<file path="src/rtl/vigna_bus_arbiter.sv">
// vigna_bus_arbiter: shares one valid/ready memory port between the vigna
// core's instruction and data ports. One master is granted at a time, the
// slave request is registered and held until completion, and an optional
// watchdog aborts hung transfers with an error read word.
module vigna_bus_arbiter #(
    parameter int unsigned ARB_MODE  = 0,
    parameter int unsigned TIMEOUT   = 0,
    parameter logic [31:0] ERR_RDATA = 32'hDEAD0BAD
) (
    input  logic        clk,
    input  logic        resetn,

    input  logic        i_valid,
    output logic        i_ready,
    input  logic [31:0] i_addr,
    output logic [31:0] i_rdata,

    input  logic        d_valid,
    output logic        d_ready,
    input  logic [31:0] d_addr,
    input  logic [31:0] d_wdata,
    input  logic [3:0]  d_wstrb,
    output logic [31:0] d_rdata,

    output logic        mem_valid,
    input  logic        mem_ready,
    output logic [31:0] mem_addr,
    output logic [31:0] mem_wdata,
    output logic [3:0]  mem_wstrb,
    input  logic [31:0] mem_rdata,

    input  logic        err_clear,
    output logic        err_timeout,
    output logic        busy,
    output logic [1:0]  grant
);

    typedef enum logic {
        S_IDLE,
        S_XFER
    } state_t;

    typedef enum logic [1:0] {
        G_NONE = 2'b00,
        G_I    = 2'b01,
        G_D    = 2'b10
    } gnt_t;

    localparam bit          WDOG_EN    = (TIMEOUT != 0);
    localparam logic [15:0] TIMER_LAST = WDOG_EN ? 16'(TIMEOUT - 1) : 16'd0;

    state_t      state;
    gnt_t        gnt;
    gnt_t        last_gnt;
    logic [15:0] timer;

    logic        tmo_hit;
    logic        done;
    logic        pick_d;
    logic        any_req;

    // Completion/abort detection and winner selection for the next grant
    always_comb begin
        tmo_hit = WDOG_EN && (timer == TIMER_LAST);
        done    = (state == S_XFER) && (mem_ready || tmo_hit);
        any_req = i_valid || d_valid;
        if (ARB_MODE == 0) begin
            pick_d = d_valid;
        end else begin
            // A lone requester wins; on a tie the port not served last wins
            pick_d = d_valid && (!i_valid || (last_gnt == G_I));
        end
    end

    // Master-side handshake and status outputs
    always_comb begin
        i_ready = done && (gnt == G_I);
        d_ready = done && (gnt == G_D);
        i_rdata = mem_ready ? mem_rdata : ERR_RDATA;
        d_rdata = mem_ready ? mem_rdata : ERR_RDATA;
        busy    = (state == S_XFER);
        grant   = {gnt == G_D, gnt == G_I};
    end

    // Arbitration FSM with registered slave request
    always_ff @(posedge clk or negedge resetn) begin
        if (!resetn) begin
            state     <= S_IDLE;
            gnt       <= G_NONE;
            last_gnt  <= G_I;
            timer     <= '0;
            mem_valid <= 1'b0;
            mem_addr  <= '0;
            mem_wdata <= '0;
            mem_wstrb <= '0;
        end else begin
            case (state)
                S_IDLE: begin
                    if (any_req) begin
                        mem_valid <= 1'b1;
                        timer     <= '0;
                        state     <= S_XFER;
                        if (pick_d) begin
                            gnt       <= G_D;
                            mem_addr  <= d_addr;
                            mem_wdata <= d_wdata;
                            mem_wstrb <= d_wstrb;
                        end else begin
                            gnt       <= G_I;
                            mem_addr  <= i_addr;
                            mem_wdata <= '0;
                            mem_wstrb <= '0;
                        end
                    end
                end
                S_XFER: begin
                    if (done) begin
                        mem_valid <= 1'b0;
                        last_gnt  <= gnt;
                        gnt       <= G_NONE;
                        state     <= S_IDLE;
                    end else begin
                        timer <= timer + 16'd1;
                    end
                end
                default: begin
                    state <= S_IDLE;
                    gnt   <= G_NONE;
                end
            endcase
        end
    end

    // Sticky watchdog flag; a new abort takes precedence over a clear
    always_ff @(posedge clk or negedge resetn) begin
        if (!resetn) begin
            err_timeout <= 1'b0;
        end else if (done && !mem_ready) begin
            err_timeout <= 1'b1;
        end else if (err_clear) begin
            err_timeout <= 1'b0;
        end
    end

endmodule

</file>
<file path="config.mk">
export PLATFORM = sky130hd
export DESIGN_NAME = vigna_bus_arbiter
export DESIGN_NICKNAME = d
export VERILOG_FILES = /design/src/rtl/vigna_bus_arbiter.sv
export SDC_FILE = /design/constraint.sdc
export NUM_CORES = 1
export LEC_CHECK = 0
export BUFFER_PORTS_ARGS = -buffer_cell sky130_fd_sc_hd__buf_4
export CORE_AREA = 2 2 108 110
export DETAILED_ROUTE_END_ITERATION = 16
export DIE_AREA = 0 0 110 112
export GPL_ROUTABILITY_DRIVEN = 0
export PLACE_DENSITY = 0.67
export SLEW_MARGIN = 20
export SYNTH_ARGS = -nofsm -noshare
export SYNTH_HDL_FRONTEND = slang
export SYNTH_SLANG_ARGS = --single-unit
</file>
<file path="constraint.sdc">
create_clock -name clk -period 3.65 [get_ports clk]
set_clock_uncertainty 0.2 [all_clocks]
set_input_delay 0.73 -clock clk [delete_from_list [all_inputs] [get_ports clk]]
set_output_delay 0.73 -clock clk [all_outputs]
set_load 0.01 [all_outputs]
</file>
; ---- After elaboration in Yosys (flattened, before gate mapping)
; Cells that the tools add are included.
[totals]
reg_bits = 73
latchBits = 0
ram_bits = 0
rom_bits = 0
in_bits = 138
out_inout_bits = 139
word_cells = 37
memories = 0
[classes]
n_addsub = 0
mul = 0
div_mod_pow = 0
n_lt_le_gt_ge = 0
n_eq_ne = 4
n_shift = 0
n_mux = 16
n_bitwise = 1
n_reduce_logical = 9
[op_table]
columns = op, count
row1 = 32-bit two-way mux, 3
row2 = 1-bit two-way mux, 6
row3 = 2-bit two-way mux, 3
row4 = 1-bit logical AND, 4
row5 = 4-bit two-way mux, 1
row6 = 1-bit case mux with 2 select lines, 2
row7 = 2-bit case mux with 2 select lines, 1
row8 = 2-bit AND reduction, 2
row9 = 2-bit by 1-bit == test with 1-bit output (second input constant), 1
row10 = 2-bit == test (second input constant), 1
row11 = 2-bit by 1-bit != test with 1-bit output (second input constant), 1
row12 = 2-bit != test (second input constant), 1
row13 = 2-bit nonzero test, 1
row14 = 1-bit zero test, 1
row15 = 1-bit logical OR, 1
row16 = 1-bit NOT, 1

; ---- Longest topological paths before layout
[depth]
ltp_word = 3
depth_mapped = 6
depth_no_buf = 3

; ---- Least setup slack after synthesis
; Ideal clock, no wire load.
[synth_timing]
path_kind = input -> output
startpoint = input mem_ready
endpoint = output i_rdata[11]
arrival_ps = 1310
t_required_ps = 2720
slack_ps = 1410
stages = 3
path_buffers = 2
cell_sequence = clkbuf_1 -> nand2b_1 -> buf_4
[synth_between]
elab_chain_cells = 1
[synth_rtl]
columns = item, line_no
row1 = "start, declared", 26  ; input logic mem_ready,
row2 = 32-bit two-way mux, n/a
row3 = "end, declared", 16  ; output logic [31:0] i_rdata,
; No other way between the ends.

; ---- Worst setup path after layout
[layout_timing]
startpoint = input mem_ready
endpoint = output d_rdata[20]
[layout_between]
elab_chain_cells = 1
[layout_rtl]
columns = item, line_no
row1 = 32-bit two-way mux, 80  ; d_rdata = mem_ready ? mem_rdata : ERR_RDATA;
row2 = "end, declared", 23  ; output logic [31:0] d_rdata,
; No other way between the ends.

==> results.cfg <==
[synthesis]
yosysSeqAreaShare_pct = 52.0
synth_common_cells = dfrtp_1 (73), a22o_1 (36), nor2_1 (35)
synthCells = 321
synth.avg_cell_area_um2 = 11.0
ys.warnings.count = 0
synth.most_common_cell = dfrtp_1
ys_ff_latch = 73
syn-num-nets = 459
ys_types = 22
synth_edf_count = 0
ys.flop_type = dfrtp_1
synth_area_leaders = dfrtp_1 (52%), a22o_1 (9.0%), o32ai_1 (8.0%)
synth_largest_area_cell = dfrtp_1
syn-cell-area_mm2 = 0.00352
synthArstFlopShare_pct = 100
netlist.area_leader.share_pct = 52.0

[clock_tree]
cts_root_buf = clkbuf_16
clkLatencyLatePin_ps = 320
cts_hold_buf = 0
cts_tree = built
numCtsBuffers = 9
cts_setup_buffers = 0
clkTransAtPathRegs_ps = 50
htreeDepth = 3
cts_buffer_depth = 2
cts_sinks = 73
cts_resized = 0

[timing]
max_freq_mhz = 431
post-route-period-util_pct = 63.6
rsz0062_at_grt = false
slew-limit-headroom_pct = 38.6
setup_viol = 0
period_needed_ps = 2320
fin_ws_ps = 1330
finalSetupTns_ps = 0
hold_viol = 0
tightestPinTransition_ps = 921
slew_violations = 0

[critical_path]
worstSetupEndpoint = d_rdata[20]
cp-startpoint = mem_ready
crit_path_start_kind = input pin
critPathCaptureType = output port
r2r_slack_ps = 1510
r2r-start = busy
cp_max_fo = 37
r2r_end = mem_addr[13]
rr_worst_depth = 4
crit_required_ps = 2720
crit_type = input pin to output port
arrival_ps = 1390

[run]
maxCapViolations = 0

[drt]
drc = 0
wl_per_cell_um = 17.6
viasPerCell = 5.07
drt_pass1_iterations = 4
drt_iter0_drc = 182
vias = 3545
wl_um = 12300
postRouteAntennaNets = 0

[grt]
gr-total-overflow = 0
grt_pass1_vias = 3568
grt_max_degree = 74
grt_pass1_wl_um = 18200
grt_antenna_before_repair = 0
track_usage_pct = 19.3

[die]
die-width_um = 110
fp-row-count = 39
boundaryPins = 277
initial_core_util_pct = 31.5
die-area_mm2 = 0.0123
coreArea_mm2 = 0.0112
fp.dieH_um = 112

[place]
dp_hpwl_um = 9210
port_buffers = 276
pre_cts_slack_ps = 1230

[finish]
layout-drive-gt1-share_pct = 53.2
n_antenna_cell = 0
area_growth_pct = 61.2
fin_nets = 690
fillerInstances = 1019

[power_and_ir_drop]
finalPower_uw = 2850
ir_worst_vdd_v = 0.000282
p_per_area_mw_per_mm2 = 503
p_leak_uw = 0.00281

[hold_path]
hold_path_class = flop to flop

[run_status]
outcome = complete, no violations
## report_power, final
part | switching [µW] | leakage (µW) | internal, µW
Sequential | 130 | 0.000888 | 977
Combinational | 385 | 0.00178 | 478
Clock | 319 | 0.000142 | 563
Total | 833 | 0.00281 | 2020
## metrics by stage
step	hold WS (ps)	cell area (µm²)	utilization, %	std cells
global route	314	5670	50.7	699
CTS	305	5670	50.7	699
detailed placement	286	5370	48.1	684
finish	300	5670	50.7	699
floorplan	234	3520	-	321
global placement	283	5370	48.0	684
## area by class of cell
type / instances / area (µm²) / area share, %
well taps: 143 / 179 / 3.16
repair buffers: 280 / 2100 / 37.1
clock buffers: 13 / 260 / 4.59
inverters: 2 / 7.51 / 0.132
flip-flops and latches: 73 / 1830 / 32.2
clock inverters: 2 / 37.5 / 0.662
multi-input cells: 186 / 1260 / 22.2
## routing by layer
| metal | vias to the layer above | track usage (%) | wire (µm) |
|---|---|---|---|
| li1 | 1623 | - | - |
| met1 | 1699 | 19.7 | 4240 |
| met2 | 197 | 35.7 | 6550 |
| met3 | 26 | 6.50 | 1220 |
| met4 | 0 | 7.00 | 285 |
| met5 | - | 0 | 0 |
## worst max-delay path, cell delays in order
cell	delay, ps
buf_4	290
and2_1	220
buf_4	140
## cell families after synthesis
family / count (synthesis) / share of synthesized area, %
simple gates: 81 / 12.2
flops: 73 / 52.0
compound gates: 105 / 23.4
buf+inv: 62 / 12.5
## state kept, by name, summed over array words and instances, names as in the netlist
name         cells
mem_wstrb        4
mem_wdata       32
gnt              2
busy             1
mem_addr        32
err_timeout      1
mem_valid        1
## worst min-delay path by stage
stage	start	endpoint	cells past startpoint
global route	mem_wdata[20]	mem_wdata[20]	1
detailed placement	mem_wdata[13]	mem_wdata[13]	1
CTS	mem_wdata[25]	mem_wdata[25]	1
finish	mem_wdata[13]	mem_wdata[13]	1
global placement	mem_wdata[8]	mem_wdata[8]	1
floorplan	resetn	busy	0
## layout by cell type, fill, tap and decap left out
cell type / Yosys / routed
buf_4: 32 / 280
dfrtp_1: 73 / 73
a22o_1: 36 / 36
nor2_1: 35 / 35
o32ai_1: 32 / 32
o22ai_1: 32 / 32
nand2b_1: 22 / 21
and2_1: 13 / 13
clkbuf_16: 0 / 9
nor2b_1: 5 / 4
a21oi_1: 3 / 3
and3_1: 2 / 2
nand2_1: 2 / 2
clkbuf_1: 9 / 2
clkbuf_8: 0 / 2
or2_1: 1 / 1
nand2b_2: 0 / 1
clkinv_1: 1 / 1
nor2b_2: 0 / 1
nand2_8: 1 / 1
o31ai_1: 1 / 1
inv_1: 1 / 1
o21ai_0: 1 / 1
clkinvlp_4: 0 / 1
bufinv_16: 0 / 1
(Power assumes the default switching activity.)
